`config.mk`:
```
export PLATFORM = sky130hd
export DESIGN_NAME = instr_encoder
export DESIGN_NICKNAME = d
export VERILOG_FILES = /design/src/rtl/instr_encoder.sv
export SDC_FILE = /design/constraint.sdc
export NUM_CORES = 1
export LEC_CHECK = 0
export CAP_MARGIN = 15
export CORE_MARGIN = 2
export CORE_UTILIZATION = 51
export CTS_BUF_LIST = sky130_fd_sc_hd__clkbuf_16
export DETAILED_ROUTE_END_ITERATION = 6
export PLACE_DENSITY_LB_ADDON = 0.08
export SLEW_MARGIN = 20
export SYNTH_ARGS = -nofsm -noshare
export SYNTH_HDL_FRONTEND = slang
export SYNTH_SLANG_ARGS = --single-unit
```
`constraint.sdc`:
```
create_clock -name clk -period 4.6 [get_ports clk]
set_input_delay 0.92 -clock clk [delete_from_list [all_inputs] [get_ports clk]]
set_output_delay 0.92 -clock clk [all_outputs]
set_load 0.03 [all_outputs]
```
`src/rtl/instr_encoder.sv`:
```
// instr_encoder: encodes symbolic instruction requests into MIPS words and drains them through an IM write port.
// Optional delay-slot nop padding after branches/jumps is enabled by defining ENC_DSLOT_PAD_EN.
module instr_encoder #(
    parameter int DEPTH     = 8,
    parameter int ADDR_W    = 10,
    parameter int BASE_ADDR = 0
) (
    input  logic                       clk,
    input  logic                       rst_n,
    input  logic                       flush,
    input  logic                       in_valid,
    output logic                       in_ready,
    input  logic [4:0]                 op_sel,
    input  logic [4:0]                 rs,
    input  logic [4:0]                 rt,
    input  logic [4:0]                 rd,
    input  logic [15:0]                imm,
    input  logic [25:0]                target,
    output logic                       im_we,
    input  logic                       im_ready,
    output logic [ADDR_W-1:0]          im_addr,
    output logic [31:0]                im_wdata,
    output logic [$clog2(DEPTH):0]     count,
    output logic                       err
);
    localparam int PW = $clog2(DEPTH);
    localparam logic S_IDLE = 1'b0;
    localparam logic S_PAD  = 1'b1;
    localparam logic [ADDR_W-1:0] BASE = ADDR_W'(BASE_ADDR);
    localparam logic [PW:0] FULL = (PW+1)'(DEPTH);

    logic [31:0]       mem_q [DEPTH];
    logic [PW-1:0]     wr_q, wr_d, rd_q, rd_d;
    logic [PW:0]       cnt_q, cnt_d;
    logic [ADDR_W-1:0] addr_q, addr_d;
    logic              err_q, err_d;
    logic              state_q, state_d;
    logic [31:0]       word, push_word;
    logic              legal, full, accept, push, pop, pad_push;

    always_comb begin
        word = '0;
        case (op_sel)
            5'd1:  word = {6'h00, rs, rt, rd, 5'd0, 6'h21};
            5'd2:  word = {6'h00, rs, rt, rd, 5'd0, 6'h23};
            5'd3:  word = {6'h00, rs, rt, rd, 5'd0, 6'h20};
            5'd4:  word = {6'h00, rs, rt, rd, 5'd0, 6'h22};
            5'd5:  word = {6'h0D, rs, rt, imm};
            5'd6:  word = {6'h0F, 5'd0, rt, imm};
            5'd7:  word = {6'h23, rs, rt, imm};
            5'd8:  word = {6'h2B, rs, rt, imm};
            5'd9:  word = {6'h21, rs, rt, imm};
            5'd10: word = {6'h25, rs, rt, imm};
            5'd11: word = {6'h20, rs, rt, imm};
            5'd12: word = {6'h24, rs, rt, imm};
            5'd13: word = {6'h29, rs, rt, imm};
            5'd14: word = {6'h28, rs, rt, imm};
            5'd15: word = {6'h04, rs, rt, imm};
            5'd16: word = {6'h05, rs, rt, imm};
            5'd17: word = {6'h02, target};
            5'd18: word = {6'h03, target};
            5'd19: word = {6'h00, rs, 15'd0, 6'h08};
            5'd20: word = {6'h00, rs, 5'd0, rd, 5'd0, 6'h09};
            5'd21: word = {6'h07, rs, 5'd0, imm};
            5'd22: word = {6'h06, rs, 5'd0, imm};
            5'd23: word = {6'h01, rs, 5'd0, imm};
            5'd24: word = {6'h01, rs, 5'd1, imm};
            default: word = '0;
        endcase
    end

    assign legal    = op_sel <= 5'd24;
    assign full     = cnt_q == FULL;
    assign in_ready = !full && state_q == S_IDLE && !flush;
    assign accept   = in_valid && in_ready;
    assign pop      = im_we && im_ready && !flush;

`ifdef ENC_DSLOT_PAD_EN
    // PAD holds off new requests until the delay-slot nop fits in the FIFO
    assign pad_push = state_q == S_PAD && !full && !flush;
    assign state_d  = flush ? S_IDLE :
                      state_q == S_PAD ? (full ? S_PAD : S_IDLE) :
                      (accept && legal && op_sel >= 5'd15) ? S_PAD : S_IDLE;
`else
    assign pad_push = 1'b0;
    assign state_d  = S_IDLE;
`endif

    assign push      = (accept && legal) || pad_push;
    assign push_word = pad_push ? 32'h0 : word;
    assign wr_d      = flush ? '0 : push ? wr_q + PW'(1) : wr_q;
    assign rd_d      = flush ? '0 : pop ? rd_q + PW'(1) : rd_q;
    assign cnt_d     = flush ? '0 : cnt_q + (PW+1)'(push) - (PW+1)'(pop);
    assign addr_d    = flush ? BASE : pop ? addr_q + ADDR_W'(1) : addr_q;
    assign err_d     = accept && !legal;

    always_ff @(posedge clk or negedge rst_n) begin
        if (!rst_n) begin
            wr_q    <= '0;
            rd_q    <= '0;
            cnt_q   <= '0;
            addr_q  <= BASE;
            err_q   <= 1'b0;
            state_q <= S_IDLE;
        end else begin
            wr_q    <= wr_d;
            rd_q    <= rd_d;
            cnt_q   <= cnt_d;
            addr_q  <= addr_d;
            err_q   <= err_d;
            state_q <= state_d;
        end
    end

    always_ff @(posedge clk) begin
        if (push) mem_q[wr_q] <= push_word;
    end

    assign im_we    = cnt_q != '0;
    assign im_wdata = mem_q[rd_q];
    assign im_addr  = addr_q;
    assign count    = cnt_q;
    assign err      = err_q;
endmodule

```
==> impl_summary.md <==
Status
The flow ran to the end, and the final reports show no timing, DRC or antenna violations.

Floorplanning
The number of rows in the core area is 54. The number of top-level design ports is 116. The floorplan step defined a die boundary enclosing roughly 23000 µm². The core region is 21690 µm². For this configuration, the core starts out at a cell density of 0.5164.

Measured along the y axis, the die boundary spans approximately 150 µm. The die is between 150 and 200 µm wide.

Place
The placed instances occupy a cell area of 12760 µm². The detailed-placement wirelength estimate is 13350 µm. The weighted congestion reported at the end of routability-driven placement is 0.8087. Buffers placed on the I/O ports in this run total 114.

Power and ir drop
The portion of total power attributed to the clock network is 0.310. Of the total power, the share spent switching nets is 0.2717. The sequential share of power is 0.441. The logic gate share of total power is 0.249.

The internal portion of the total power is between 4 and 5 mW. The net switching component of the power is 1.781 mW. The leakage power is 4.508 nW. The worst ir drop on vdd is 0.0003263 V. In this run the power density over the cells is 482.6 nW/µm².

Synth
The share of synthesized area in the top cell type comes to 0.6649. The mean instance size in the synthesized netlist is 18.89 µm². Counting every net in the synthesized netlist gives 670. After synthesis, the netlist uses 54 different library cells.

The cell area that synthesis handed to floorplanning was around 11000 µm². Counting instances in the post-synthesis netlist gives the leading cell types as sky130_fd_sc_hd__edfxtp_1, sky130_fd_sc_hd__mux4_2, sky130_fd_sc_hd__mux2_2, sky130_fd_sc_hd__nor2_1, sky130_fd_sc_hd__dfrtp_1. The Yosys step of the flow raised 0 warnings. sky130_fd_sc_hd__edfxtp_1 is the most common cell in the netlist. Among all flip-flop cells after synthesis, the most frequent one is sky130_fd_sc_hd__edfxtp_1. The instance count of the mapped netlist is approximately 590. By area the synthesized netlist is led by sky130_fd_sc_hd__edfxtp_1, sky130_fd_sc_hd__mux4_2, sky130_fd_sc_hd__dfrtp_1. The dominant cell type by area after synthesis is sky130_fd_sc_hd__edfxtp_1. In this run, synthesis produced a sequential element count of 269. The async set-or-reset flop fraction in the synthesized netlist is 0.07807. The synthesized design contains about 250 enable-type register cells. The sequential element share of the synthesized area is 0.7118.

Final layout
After the last flow step, the layout net total stands at about 800. The repair_antennas step left the layout with diodes totalling 0. The final design instance area without fill is 13580 µm².

For this run, the share of the core covered by cells in the final layout is 0.6262. After filler insertion, the fill cell instance count of the layout stands at 1536. The layout overhead on the synthesized area is 21.26%. Of the cells placed in the final design, the portion with a size suffix greater than 1 is 0.2240.

Timing
The final critical-path required period is 4.112 ns. The post-route fraction of the period consumed by the critical path is 0.8939. The hold violation count in the final report is 0. The sum of negative setup slack is 0 ns.

The total of endpoints with negative setup slack in the final report is 0. At the pin with the least slew margin, the transition time is approximately 1.0 ns. Setup repair after global routing left no endpoint under its margin.

The number of pins with negative max-slew slack in the final report came to 0. The maximum clock frequency is around 240 MHz. Across the routed clock network, the largest skew measured is 0.01123 ns.

In this run the tightest slew margin relative to its limit is 0.3010.

Critical path
The worst setup path is launched from a flip-flop. The critical-path cell with the highest stage delay is sky130_fd_sc_hd__dfrtp_4. Of all nets on the critical path, the largest fanout is 29. The critical path in this run is classified as reg -> out.

Traced cell by cell, the critical path runs through buf_4 > mux4_2 > mux2_2 > clkdlybuf4s50_1. STA puts the critical path data arrival time at 3.19 ns. The number of buffers and inverters on the critical path is 2. The largest incremental delay on the critical path is 0.82 ns. Grouping stages by cell kind, the critical path spends the most delay in buffers and inverters. The endpoint type of the worst setup path is an output port. At the worst endpoint, the required time is 3.68 ns.

Routing
The first routing iteration left 493 violations. The DRC violations left is 0. The post-detailed-route wirelength per cell is ~23 µm.

The count of nets left with antenna violations once routing finished came out at 0. The routed design has ~23000 µm of wire. The vias after detailed routing is 5894. The number of optimization iterations in the first detailed-route pass is 5. The ratio of routed vias to standard cells is 5.773.

Global routing
The aggregate global routing overflow is 0. In the global route stage, overall resource usage came out at 0.2040. The first global-routing pass estimated 36640 µm of wire. The largest net degree at the start of global routing is 43. The initial antenna violation count is 0.

The number of global-route vias before repair is 6372.

Hold path
The classification of the worst-slack hold path is in -> async.

CTS
The clock sink count is 269. Clock tree synthesis inserted a total of 27 buffers. The number of setup buffers added after CTS is 0.

The maximum count of clock buffers along a single path is 3. Gates resized during post-CTS repair numbered 0. The number of H-tree levels is 1. After clock tree synthesis, the clock-pin slew on the worst setup and hold paths is 0.06 ns. The cell chosen for the clock root is sky130_fd_sc_hd__clkbuf_16.

TritonCTS built the clock tree. The insertion delay of the later-clocked pin in the worst-skew pair is 0.53 ns. The number of hold buffers added after CTS was 0.

Flow run
The max-cap violation count is 0.
## worst register-to-register path, stage by stage, from the launching register on
cell and delay, ns:
sky130_fd_sc_hd__dfrtp_1 0.39, sky130_fd_sc_hd__inv_1 0.12, sky130_fd_sc_hd__ha_1 0.16, sky130_fd_sc_hd__nor3b_1 0.46, sky130_fd_sc_hd__clkinv_1 0.41, sky130_fd_sc_hd__nand2_1 0.32
sky130_fd_sc_hd__nor2_1 0.08, sky130_fd_sc_hd__ha_1 0.28, sky130_fd_sc_hd__inv_1 0.04, sky130_fd_sc_hd__ha_1 0.20, sky130_fd_sc_hd__fa_1 0.40, sky130_fd_sc_hd__xnor2_1 0.16
sky130_fd_sc_hd__nor2_1 0.05
## cells by family after synthesis
group,after synthesis,share of synthesized area
other cells,1,0.0003348
xor+xnor,16,0.01251
flops,269,0.7118
mux,97,0.1595
simple gates,96,0.04658
fa+ha+maj,10,0.01184
compound gates,59,0.03988
buf+inv,45,0.01754
## cell type report
cell class              instances  area, µm²  share of cell area
clock buffers                  27      675.6             0.04975
clock inverters                22      147.6             0.01087
inverters                      11      41.29            0.003040
flip-flops and latches        269       7979              0.5875
well taps                     280      350.3             0.02579
repair buffers                133       1304             0.09599
multi-input cells             279       3084              0.2271
## registers in the layout, summed over array words and instances (netlist names)
signal and flops:
mem_q 248, rd_q 3, im_addr 10, err 1, wr_q 3, count 4
## per-layer routing
metal,share of wire,up-vias,wire (µm),GRT usage
met4,0.023,0,536,0.05296
li1,-,2658,-,-
met2,0.50,198,11580,0.3443
met3,0.062,36,1429,0.02958
met5,0,-,0,0
met1,0.42,3002,9617,0.2841
## layout by cell type, fill, tap and decap left out, types with 3 or more instances in the layout
master                            count
sky130_fd_sc_hd__nor3_2               5
sky130_fd_sc_hd__clkinv_2             6
sky130_fd_sc_hd__ha_1                 9
sky130_fd_sc_hd__dfrtp_1             18
sky130_fd_sc_hd__xor2_1               8
sky130_fd_sc_hd__nor2b_1              6
sky130_fd_sc_hd__a221o_1              5
sky130_fd_sc_hd__a21oi_1             12
sky130_fd_sc_hd__a22o_1              18
sky130_fd_sc_hd__clkinv_1             5
sky130_fd_sc_hd__and2_1               5
sky130_fd_sc_hd__o21ai_0              7
sky130_fd_sc_hd__nor2_1              22
sky130_fd_sc_hd__nand4_1              3
sky130_fd_sc_hd__o211ai_1             3
sky130_fd_sc_hd__clkdlybuf4s50_1    113
sky130_fd_sc_hd__mux2i_1              3
sky130_fd_sc_hd__mux2_2              32
sky130_fd_sc_hd__buf_4               17
sky130_fd_sc_hd__nand2b_1             5
sky130_fd_sc_hd__nand2_1             18
sky130_fd_sc_hd__clkbuf_16           27
sky130_fd_sc_hd__nor3b_1              4
sky130_fd_sc_hd__nand3_1              9
sky130_fd_sc_hd__mux4_2              62
sky130_fd_sc_hd__edfxtp_1           248
sky130_fd_sc_hd__xnor2_1              8
sky130_fd_sc_hd__and3_1               3
sky130_fd_sc_hd__inv_1               19
## power by group through the flow
stage	sequential (mW)	clock, mW	combinational, mW
2_1_floorplan	2.88	0	1.15
3_3_place_gp	2.94	0	1.63
3_5_place_dp	2.95	0	1.65
6_report	2.89	2.03	1.63
5_1_grt	2.91	2.18	1.76
4_1_cts	2.90	2.07	1.66
## path summary, 6_finish.rpt
path | to | depth (start not counted) | slack, ns | from
max reg2reg | count[2] | 12 | 1.43 | count[2]
min reg2reg | im_addr[1] | 2 | 0.57 | im_addr[1]
min | err | 1 | 0.35 | rst_n
max | im_wdata[22] | 4 | 0.49 | rd_q[0]
min in group clk | im_addr[1] | 2 | 0.57 | im_addr[1]
max in group asynchronous | rd_q[0] | 1 | 3.89 | rst_n
## per-stage QoR
step	std cells	setup WS, ns	hold WS [ns]	power (mW)
after CTS	1021	0.4010	0.5753	6.626
after floorplan	593	0.01376	0.5613	4.031
after global routing	1021	0.2745	0.3752	6.843
after detailed placement	972	0.8247	0.5630	4.600
final	1021	0.4882	0.3453	6.555
after global placement	972	0.8825	0.5465	4.573
(Power assumes the default switching activity.)
